`src/rtl/decode_pkg.sv`:
```
// Package decode_pkg
// Shared types and constants for the wide decode stage.
//   INSTR_W        instruction / immediate width
//   OPC_*          RV32I major opcodes recognised by the lane decoder
//   fu_type_e      functional unit a uop is steered to
//   alu_op_e       coarse ALU operation class handed to the execute stage
//   decoded_uop_t  one decoded instruction, packed so lanes can be flattened
//   UOP_W          width of decoded_uop_t in bits
package decode_pkg;

    localparam int INSTR_W = 32;

    localparam logic [6:0] OPC_LUI    = 7'b0110111;
    localparam logic [6:0] OPC_AUIPC  = 7'b0010111;
    localparam logic [6:0] OPC_JAL    = 7'b1101111;
    localparam logic [6:0] OPC_JALR   = 7'b1100111;
    localparam logic [6:0] OPC_BRANCH = 7'b1100011;
    localparam logic [6:0] OPC_LOAD   = 7'b0000011;
    localparam logic [6:0] OPC_STORE  = 7'b0100011;
    localparam logic [6:0] OPC_OP_IMM = 7'b0010011;
    localparam logic [6:0] OPC_OP     = 7'b0110011;

    typedef enum logic [1:0] {
        FU_ALU = 2'd0,
        FU_BR  = 2'd1,
        FU_LSU = 2'd2
    } fu_type_e;

    typedef enum logic [1:0] {
        ALU_OP_ADD    = 2'b00,
        ALU_OP_BRANCH = 2'b01,
        ALU_OP_FUNCT  = 2'b10,
        ALU_OP_LUI    = 2'b11
    } alu_op_e;

    typedef struct packed {
        logic [4:0]         rs1;
        logic [4:0]         rs2;
        logic [4:0]         rd;
        logic [INSTR_W-1:0] imm;
        logic               alu_src;
        logic               branch;
        alu_op_e            alu_op;
        fu_type_e           fu_type;
        logic               mem_read;
        logic               mem_write;
        logic               reg_write;
        logic [2:0]         funct3;
        logic               funct7b5;
        logic               illegal;
    } decoded_uop_t;

    localparam int UOP_W = $bits(decoded_uop_t);

endpackage

```
`src/rtl/decode_lane.sv`:
```
// Module decode_lane
// Purely combinational decoder for a single RV32I instruction.
//   instr  in   INSTR_W        raw instruction word
//   uop    out  decoded_uop_t  decoded fields, immediate and control bits
module decode_lane
    import decode_pkg::*;
(
    input  logic [INSTR_W-1:0] instr,
    output decoded_uop_t       uop
);

    logic [INSTR_W-1:0] imm_i;
    logic [INSTR_W-1:0] imm_s;
    logic [INSTR_W-1:0] imm_b;
    logic [INSTR_W-1:0] imm_u;
    logic [INSTR_W-1:0] imm_j;

    // Every immediate format is built up front and sign-extended from bit 31;
    // the opcode case below only picks which one applies.
    always_comb begin
        imm_i = {{20{instr[31]}}, instr[31:20]};
        imm_s = {{20{instr[31]}}, instr[31:25], instr[11:7]};
        imm_b = {{19{instr[31]}}, instr[31], instr[7], instr[30:25], instr[11:8], 1'b0};
        imm_u = {instr[31:12], 12'b0};
        imm_j = {{11{instr[31]}}, instr[31], instr[19:12], instr[20], instr[30:21], 1'b0};
    end

    // Register specifiers and funct bits are passed through raw for every
    // opcode, even illegal ones, so a trap handler can still see them.
    // Unrecognised encodings leave all side-effect controls at zero and only
    // raise illegal; the lane itself stays valid so commit can take the trap.
    // A destination of x0 never writes, whatever the opcode.
    always_comb begin
        uop          = '0;
        uop.rs1      = instr[19:15];
        uop.rs2      = instr[24:20];
        uop.rd       = instr[11:7];
        uop.funct3   = instr[14:12];
        uop.funct7b5 = instr[30];
        case (instr[6:0])
            OPC_OP: begin
                uop.alu_op    = ALU_OP_FUNCT;
                uop.fu_type   = FU_ALU;
                uop.reg_write = 1'b1;
            end
            OPC_OP_IMM: begin
                uop.imm       = imm_i;
                uop.alu_src   = 1'b1;
                uop.alu_op    = ALU_OP_FUNCT;
                uop.fu_type   = FU_ALU;
                uop.reg_write = 1'b1;
            end
            OPC_LOAD: begin
                uop.imm       = imm_i;
                uop.alu_src   = 1'b1;
                uop.alu_op    = ALU_OP_ADD;
                uop.fu_type   = FU_LSU;
                uop.mem_read  = 1'b1;
                uop.reg_write = 1'b1;
            end
            OPC_STORE: begin
                uop.imm       = imm_s;
                uop.alu_src   = 1'b1;
                uop.alu_op    = ALU_OP_ADD;
                uop.fu_type   = FU_LSU;
                uop.mem_write = 1'b1;
            end
            OPC_BRANCH: begin
                uop.imm     = imm_b;
                uop.branch  = 1'b1;
                uop.alu_op  = ALU_OP_BRANCH;
                uop.fu_type = FU_BR;
            end
            OPC_LUI: begin
                uop.imm       = imm_u;
                uop.alu_src   = 1'b1;
                uop.alu_op    = ALU_OP_LUI;
                uop.fu_type   = FU_ALU;
                uop.reg_write = 1'b1;
            end
            OPC_AUIPC: begin
                uop.imm       = imm_u;
                uop.alu_src   = 1'b1;
                uop.alu_op    = ALU_OP_ADD;
                uop.fu_type   = FU_ALU;
                uop.reg_write = 1'b1;
            end
            OPC_JAL: begin
                uop.imm       = imm_j;
                uop.branch    = 1'b1;
                uop.alu_op    = ALU_OP_ADD;
                uop.fu_type   = FU_BR;
                uop.reg_write = 1'b1;
            end
            OPC_JALR: begin
                if (instr[14:12] == 3'b000) begin
                    uop.imm       = imm_i;
                    uop.alu_src   = 1'b1;
                    uop.branch    = 1'b1;
                    uop.alu_op    = ALU_OP_ADD;
                    uop.fu_type   = FU_BR;
                    uop.reg_write = 1'b1;
                end else begin
                    uop.illegal = 1'b1;
                end
            end
            default: begin
                uop.illegal = 1'b1;
            end
        endcase
        if (uop.rd == 5'd0) begin
            uop.reg_write = 1'b0;
        end
    end

endmodule

```
`src/rtl/decode_stage_wide.sv`:
```
// Module decode_stage_wide
// Registered DECODE_W-wide decode stage with a one-bundle skid register.
//   clk, reset     rising-edge clock, synchronous active-high reset
//   flush          discard every held and incoming bundle
//   i_valid/o_ready           upstream handshake (o_ready purely registered)
//   i_instr, i_lane_valid, i_pc   incoming bundle, PC of lane 0
//   o_valid/i_ready           downstream handshake
//   o_lane_valid, o_pc, o_uop     decoded bundle, invalid lanes read as zero
module decode_stage_wide
    import decode_pkg::*;
#(
    parameter int DECODE_W = 2,
    parameter int PC_W     = 9,
    parameter int XLEN     = INSTR_W
) (
    input  logic                      clk,
    input  logic                      reset,
    input  logic                      flush,
    input  logic                      i_valid,
    output logic                      o_ready,
    input  logic [DECODE_W*XLEN-1:0]  i_instr,
    input  logic [DECODE_W-1:0]       i_lane_valid,
    input  logic [PC_W-1:0]           i_pc,
    output logic                      o_valid,
    input  logic                      i_ready,
    output logic [DECODE_W-1:0]       o_lane_valid,
    output logic [DECODE_W*PC_W-1:0]  o_pc,
    output logic [DECODE_W*UOP_W-1:0] o_uop
);

    decoded_uop_t               lane_uop [DECODE_W];
    logic [DECODE_W*PC_W-1:0]   in_pc;
    logic [DECODE_W*UOP_W-1:0]  in_uop;

    logic                       main_valid;
    logic [DECODE_W-1:0]        main_lane_valid;
    logic [DECODE_W*PC_W-1:0]   main_pc;
    logic [DECODE_W*UOP_W-1:0]  main_uop;

    logic                       skid_valid;
    logic [DECODE_W-1:0]        skid_lane_valid;
    logic [DECODE_W*PC_W-1:0]   skid_pc;
    logic [DECODE_W*UOP_W-1:0]  skid_uop;

    logic                       accept;
    logic                       load;
    logic                       fire;

    // Decode happens before the registers, so both main and skid hold
    // finished uops. Lanes that are not valid are zeroed here so nothing
    // downstream ever sees stale fields or PCs.
    for (genvar k = 0; k < DECODE_W; k++) begin : g_lane
        decode_lane u_decode_lane (
            .instr (i_instr[k*XLEN +: XLEN]),
            .uop   (lane_uop[k])
        );
        assign in_uop[k*UOP_W +: UOP_W] = i_lane_valid[k] ? lane_uop[k] : '0;
        assign in_pc[k*PC_W +: PC_W]    = i_lane_valid[k] ? PC_W'(i_pc + PC_W'(4*k)) : '0;
    end

    // A bundle with no valid lanes is still handshaken but never stored,
    // so it silently disappears.
    assign o_ready = ~skid_valid;
    assign accept  = i_valid & o_ready;
    assign load    = accept & (|i_lane_valid);
    assign fire    = main_valid & i_ready;

    // The main register refills from the skid first to keep bundle order;
    // a new bundle only parks in the skid when main is full and stalled.
    // Flush and reset only clear the valid bits; the data registers are
    // masked at the outputs instead of being cleared.
    always_ff @(posedge clk) begin
        if (reset || flush) begin
            main_valid <= 1'b0;
            skid_valid <= 1'b0;
        end else if (!main_valid || fire) begin
            if (skid_valid) begin
                main_valid      <= 1'b1;
                main_lane_valid <= skid_lane_valid;
                main_pc         <= skid_pc;
                main_uop        <= skid_uop;
                skid_valid      <= load;
                if (load) begin
                    skid_lane_valid <= i_lane_valid;
                    skid_pc         <= in_pc;
                    skid_uop        <= in_uop;
                end
            end else begin
                main_valid <= load;
                if (load) begin
                    main_lane_valid <= i_lane_valid;
                    main_pc         <= in_pc;
                    main_uop        <= in_uop;
                end
            end
        end else if (load) begin
            skid_valid      <= 1'b1;
            skid_lane_valid <= i_lane_valid;
            skid_pc         <= in_pc;
            skid_uop        <= in_uop;
        end
    end

    // Outputs read as all zero whenever the main register is empty.
    assign o_valid      = main_valid;
    assign o_lane_valid = main_valid ? main_lane_valid : '0;
    assign o_pc         = main_valid ? main_pc : '0;
    assign o_uop        = main_valid ? main_uop : '0;

endmodule

```
`config.mk`:
```
export PLATFORM = sky130hd
export DESIGN_NAME = decode_stage_wide
export DESIGN_NICKNAME = d
export VERILOG_FILES = /design/src/rtl/decode_pkg.sv /design/src/rtl/decode_lane.sv /design/src/rtl/decode_stage_wide.sv
export SDC_FILE = /design/constraint.sdc
export NUM_CORES = 1
export LEC_CHECK = 0
export BUFFER_PORTS_ARGS = -buffer_cell sky130_fd_sc_hd__buf_2
export CELL_PAD_IN_SITES_DETAIL_PLACEMENT = 0
export CELL_PAD_IN_SITES_GLOBAL_PLACEMENT = 2
export CORE_ASPECT_RATIO = 0.7
export CORE_MARGIN = 2
export CORE_UTILIZATION = 42
export DETAILED_ROUTE_END_ITERATION = 7
export PLACE_DENSITY = 0.91
export SLEW_MARGIN = 30
export SYNTH_ARGS = -nofsm -noshare
export SYNTH_HDL_FRONTEND = slang
export SYNTH_HIERARCHICAL = 1
export SYNTH_SLANG_ARGS = --single-unit
```
`constraint.sdc`:
```
create_clock -name clk -period 20.6 [get_ports clk]
set_input_delay 0 -clock clk [delete_from_list [all_inputs] [get_ports clk]]
set_output_delay 0 -clock clk [all_outputs]
set_load 0.02 [all_outputs]
```
==> out/qor.yml, run 1 <==
crit_type: "flop to flop"
grt_usage_pct: 19.3
tightest_slew_ns: 0.948
required_ns: 20.84
drt_iter0_drc: 764
max-clock-path-buffers: 3
drc: 0
start_util_pct: 42.9
relSlewSlack_pct: 36.8
antenna_found_initial: 2
synthCells: 1114
cts_tree: "yes"
critPathSlowestCell: "inv_6"
die_w_um: 226
yosysUniqueCellTypes: 48
crit_path_end_kind: "flop"
ir_worst_vdd_uv: 63.0
final_common_cell: "edfxtp_1"
ys_ff_latch: 286
synth-main-ff-cell: "edfxtp_1"
synthArstFlopShare_pct: 0
cts_buffers: 30
grt_pass1_wl_mm: 54.6
layout_common_cells: "edfxtp_1, and2_1, buf_2"
period_share_pct: 14.9
cts_resized: 0
cts_setup_buffers: 0
maxCapViolCount: 0
fmax_ghz: 0.325
fp.dieArea_um2: 35900
critPathMaxStageDelay_ns: 0.57
min_path_type: "input port to flop"
nets: 1414
total_power_w: 0.00128
finalHoldViolations: 0
grt_overflow: 0
root_buffer: "clkbuf_16"
netlist_area_um2: 14400
cp.arrival_ns: 3.31
portBuffers: 223
rsz0062_at_grt: "false"
stdcell_count: 1823
io_pins: 224
vias_per_cell: 5.15
yosysSeqAreaShare_pct: 59.3
cp_max_fo: 74
num_rows: 56
drive_above_1_share_pct: 34.9
nFillCells: 2956
skew_ns: 0.00562
clk_pin_slew_ns: 0.06
syn-num-nets: 1195
gr-usage-met3_pct: 3.65
cts_hold_buffers: 65
post-dp-hpwl_mm: 22.8
htree_num_levels: 1
die_y_um: 159
finalSetupTns_ns: 0
grt_max_degree: 80
period_minus_slack_ns: 3.08
setup_viol: 0
dr.pass1.iters: 5
grt_use_met2_pct: 26.7
regArea_um2: 8570
placed_cells: 1698
cts.sinks: 286
synth_edf_count: 284
syn_to_final_growth_pct: 18.9
busiest_layer: "met1"
gp_congestion: 0.837
antenna_left: 0
cp_num_buf_inv: 4
p_leak_nw: 6.88
avgSynthCellArea_um2: 13.0
status: "finished, final reports clean"
use_met1_pct: 30.8
drt-total-wl_mm: 35.1
crit_chain: "inv_6, nand2_1, nor2_4, buf_16, buf_4, buf_12"
slew_viol_final: 0
multi_input_area_um2: 5030
vias: 9387
avgRoutedWirePerCell_um: 19.3
yosysWarnings: 6
clkLatencyLatePin_ns: 0.55
critical_path.startpoint_type: "flop"
core_area_um2: 33700
grt_pass1_vias: 9273
path_delay_family: "buffers and inverters"
cellPowerDensity_nw_per_um2: 74.4
timing.hold.ws_ns: 0.0416
-- per-layer routing --
metal	wire [um]	part of all wire, %	vias up
met4	748	2.1	0
met3	2540	7.2	45
met1	17300	49	4553
li1	-	-	4435
met2	14500	41	354
met5	0	0	-
-- kinds of logic (layout without fill, tap and decap cells) --
family	count (synthesis)	count (layout)	synth area share, %
AO/OA/AOI/OAI	110	110	5.75
XOR/XNOR	3	3	0.182
adder cells (fa/ha/maj)	1	1	0.0866
buffers and inverters	142	385	5.98
flip-flops	286	286	59.3
multiplexers	135	135	10.5
other	0	2	0
AND/OR/NAND/NOR	437	437	18.2
-- flip-flops by register name (all words and copies together) (netlist names) --
register	cells
main_lane_valid	2
main_pc	18
main_uop	122
o_valid	1
skid_lane_valid	2
skid_pc	18
skid_uop	122
skid_valid	1
-- final timing paths --
check                          startpoint  cells past startpoint                      to  slack (ns)
setup / recovery  skid_valid$_SDFFE_PP0P_                      6    skid_pc[9]$_DFFE_PP_       17.52
hold / removal                i_instr[36]                      3  skid_uop[70]$_DFFE_PP_        0.04
setup reg to reg  skid_valid$_SDFFE_PP0P_                      6    skid_pc[9]$_DFFE_PP_       17.52
hold reg to reg    skid_uop[50]$_DFFE_PP_                      1  main_uop[50]$_DFFE_PP_        0.55
-- worst min-delay path: stages --
cell and delay (ns):
buf_2 0.17, nor2_1 0.12, and2_1 0.17
-- synth_stat cells (3+ instances only) --
master     number  share of area [%]
edfxtp_1      284                 59
and2_1        248                 11
mux2_2        135                 11
nand3_1        56                1.9
buf_4          43                2.2
nand2_1        39                1.0
clkbuf_1       35               0.91
and2_2         28                1.5
inv_1          23               0.60
buf_2          20               0.69
nor2_1         20               0.52
o22ai_1        20               0.87
buf_6          19                1.5
o21ai_0        13               0.45
o211ai_1       12               0.62
o21ai_1        12               0.42
o2111ai_1      10               0.61
o211ai_2       10               0.87
a21oi_1         8               0.28
a22oi_1         8               0.42
nand4b_1        8               0.48
and3b_1         6               0.36
nor2b_1         6               0.26
nand2b_1        5               0.22
a21boi_0        4               0.21
o31ai_1         4               0.21
o21a_1          3               0.16
or4_1           3               0.16
-- metrics by stage --
stage | setup WS (ns) | utilization (%) | cell area, um2
after global routing | 17.24 | 50.9 | 17200
final | 17.52 | 51.0 | 17200
after global placement | 17.14 | 45.9 | 15500
after detailed placement | 17.16 | 46.0 | 15500
after floorplan | 13.16 | - | 14400
after CTS | 17.15 | 50.8 | 17100
-- where the power goes --
part	leakage [nW]	internal, W	switching (W)
combinational	3.67	0.0000403	0.0000621
clock	0.474	0.000298	0.000227
sequential	2.74	0.000646	0.00000367
total	6.88	0.000985	0.000293
-- layout make-up --
class / count / area share (%)
Clock inverter: 24 / 1.01
Clock buffer: 32 / 4.54
Tap cell: 464 / 3.38
Inverter: 24 / 0.554
Timing Repair Buffer: 305 / 11.3
Multi-Input combinational cell: 686 / 29.3
Antenna cell: 2 / 0.0291
Sequential cell: 286 / 49.9
Note: power is estimated with default switching activity, not from simulation.
==> inputs of run 2 (changes only) <==
Settings changed: ABC_AREA set to 1, CORE_UTILIZATION 42 to 31, PLACE_DENSITY 0.91 to 0.82.
Clock period 20.6 ns to 2.5 ns, I/O delays scaled along.
==> run 2 against run 1 <==
Compared with the run above: setup slack got worse by 17 ns; final cell count increased by 48%; non-clock buffer count decreased by 1; clock skew increased by 0.0031 ns; combinational power increased to 8.3 times the previous value; routed wire length increased by 22%; sequential share of layout area decreased by 3.2 points; register-to-register slack got worse by 17 ns; utilization decreased by 13 points; largest cell class unchanged.
==> out/qor.yml, run 2 <==
status: "finished, final reports clean"
cts_tree: "yes"
clkLatencyLatePin_ns: 0.51
dr.pass1.iters: 5
crit_top_cell: "dlygate4sd3_1"
io_pins: 224
critPathMaxStageDelay_ns: 0.62
fin_ws_ns: 0.491
antenna_found_initial: 1
cts_resized: 0
fin_util_pct: 38.1
synthArstFlopShare_pct: 0
crit_path_end_kind: "flop"
syn-num-nets: 1886
cp_num_buf_inv: 4
biggestRegsByFlops: "main_uop (122), skid_uop (122)"
grt_max_degree: 155
synth_top_cell_area_share_pct: 56.0
syn_to_final_growth_pct: 20.4
avgSynthCellArea_um2: 8.44
tightest_slew_ns: 0.876
htree_num_levels: 2
crit_chain: "dlygate4sd3_1, buf_2, nor2_1, dlygate4sd3_1, nand2_2, nor2_4, buf_12"
cts_hold_buffers: 56
ys_ff_latch: 286
drt_iter0_drc: 913
grt_usage_pct: 16.8
grt_pass1_vias: 11500
crit_type: "input port to flop"
period_share_pct: 80.4
gp_congestion: 0.848
yosysMostFrequentCell: "nand2_1"
setup_viol: 0
ir_worst_vdd_uv: 364
post_dp_cell_area_um2: 16700
finalHoldViolations: 0
final_common_cell: "nand2_1"
final_area_um2: 18300
critPathSlowestCell: "dlygate4sd3_1"
fmax_ghz: 0.498
maxCapViolCount: 0
grt_overflow: 0
drive_above_1_share_pct: 17.1
path_delay_family: "buffers and inverters"
synth_edf_count: 284
slew_viol_final: 0
netlist_area_um2: 15200
relSlewSlack_pct: 41.6
critical_path.startpoint_type: "input port"
yosysSeqAreaShare_pct: 56.2
cp.arrival_ns: 2.15
synth_area_leaders: "edfxtp_1, nand2_1, inv_1"
start_util_pct: 31.6
cp_max_fo: 74
synth-main-ff-cell: "edfxtp_1"
place_ws_ns: 0.499
grt_pass1_wl_mm: 66.7
die_w_um: 269
cellPowerDensity_nw_per_um2: 608
root_buffer: "clkbuf_16"
layout_common_cells: "nand2_1, inv_1, edfxtp_1"
yosysWarnings: 6
die_y_um: 189
core_area_um2: 48200
required_ns: 2.64
rsz0062_at_grt: "false"
fp.dieArea_um2: 51000
post-dp-hpwl_mm: 28.9
antenna_left: 0
period_minus_slack_ns: 2.01
clk_pin_slew_ns: 0.06
drt-total-wl_mm: 42.9
skew_ns: 0.00874
netlist_top_cells_count: "nand2_1, inv_1, edfxtp_1, nand3_1, o21ai_1"
cts_buffers: 34
synth_top_area_cell: "edfxtp_1"
min_path_type: "input port to flop"
drc: 0
nets: 2097
antenna_cells: 0
max-clock-path-buffers: 3
portBuffers: 223
vias: 12000
avgRoutedWirePerCell_um: 15.9
p_leak_nw: 9.57
num_rows: 67
cts_setup_buffers: 0
yosysUniqueCellTypes: 27
synthCells: 1805
cts.sinks: 286
vias_per_cell: 4.45
==> run 2: changes by cell type in the layout (fill, tap and decap cells not counted), moves of 20 or more <==
cell,before,now
o22ai_1,20,0
and2_1,248,0
nand3_1,56,117
and2_2,28,0
nand2_1,39,576
inv_1,22,380
mux2_2,135,0
nor2_1,18,102
o21ai_1,12,107
==> run 2: cell type report <==
cell class | instances | area, um2
inverters | 385 | 1450
repair buffers | 304 | 1980
well taps | 655 | 820
flip-flops and latches | 286 | 8580
fillers | 5067 | 29900
multi-input cells | 1005 | 4430
clock inverters | 18 | 196
clock buffers | 40 | 895
==> run 2: worst min-delay path: stages <==
cell	delay (ns)
buf_2	0.14
nor2_1	0.10
nand2_1	0.10
inv_1	0.04
==> run 2: kinds of logic after synthesis <==
kind of cell | Yosys count | share of synthesized area, %
simple gates | 863 | 24.1
flops | 286 | 56.2
buf+inv | 514 | 14.8
fa+ha+maj | 1 | 0.0821
compound gates | 141 | 4.71
==> run 2: metrics by stage <==
| stage | cells | hold slack (ns) | setup TNS (ns) | total power [W] |
|---|---|---|---|---|
| after floorplan | 1805 | 0.0989 | -239.21 | 0.00593 |
| after global placement | 2579 | 0.283 | 0 | 0.00623 |
| after detailed placement | 2579 | 0.271 | 0 | 0.00623 |
| after CTS | 2693 | 0.00548 | 0 | 0.0113 |
| after global routing | 2693 | 0.0257 | 0 | 0.0116 |
| final | 2693 | 0.0364 | 0 | 0.0112 |
==> run 2: path summary, 6_finish.rpt <==
path,start,slack (ns),cells after the start,endpoint
worst min register to register,skid_uop[23]$_DFFE_PP_,0.51,2,main_uop[23]$_DFFE_PP_
worst min-delay path,i_instr[36],0.04,4,skid_uop[68]$_DFFE_PP_
worst max register to register,skid_valid$_SDFFE_PP0P_,0.66,6,main_uop[77]$_DFFE_PP_
worst max-delay path,reset,0.49,7,main_uop[77]$_DFFE_PP_
==> run 2: power breakdown <==
group	internal (W)	switching, W
combinational	0.000265	0.000582
clock	0.00297	0.00199
sequential	0.00533	0.0000227
total	0.00857	0.00259
==> run 2: metal layers <==
layer / global-route usage, % / up-vias / part of all wire [%]
li1: - / 5991 / -
met2: 23.1 / 275 / 40
met1: 27.1 / 5664 / 53
met3: 2.82 / 44 / 5.4
met4: 3.23 / 2 / 1.4
met5: 0 / - / 0.030
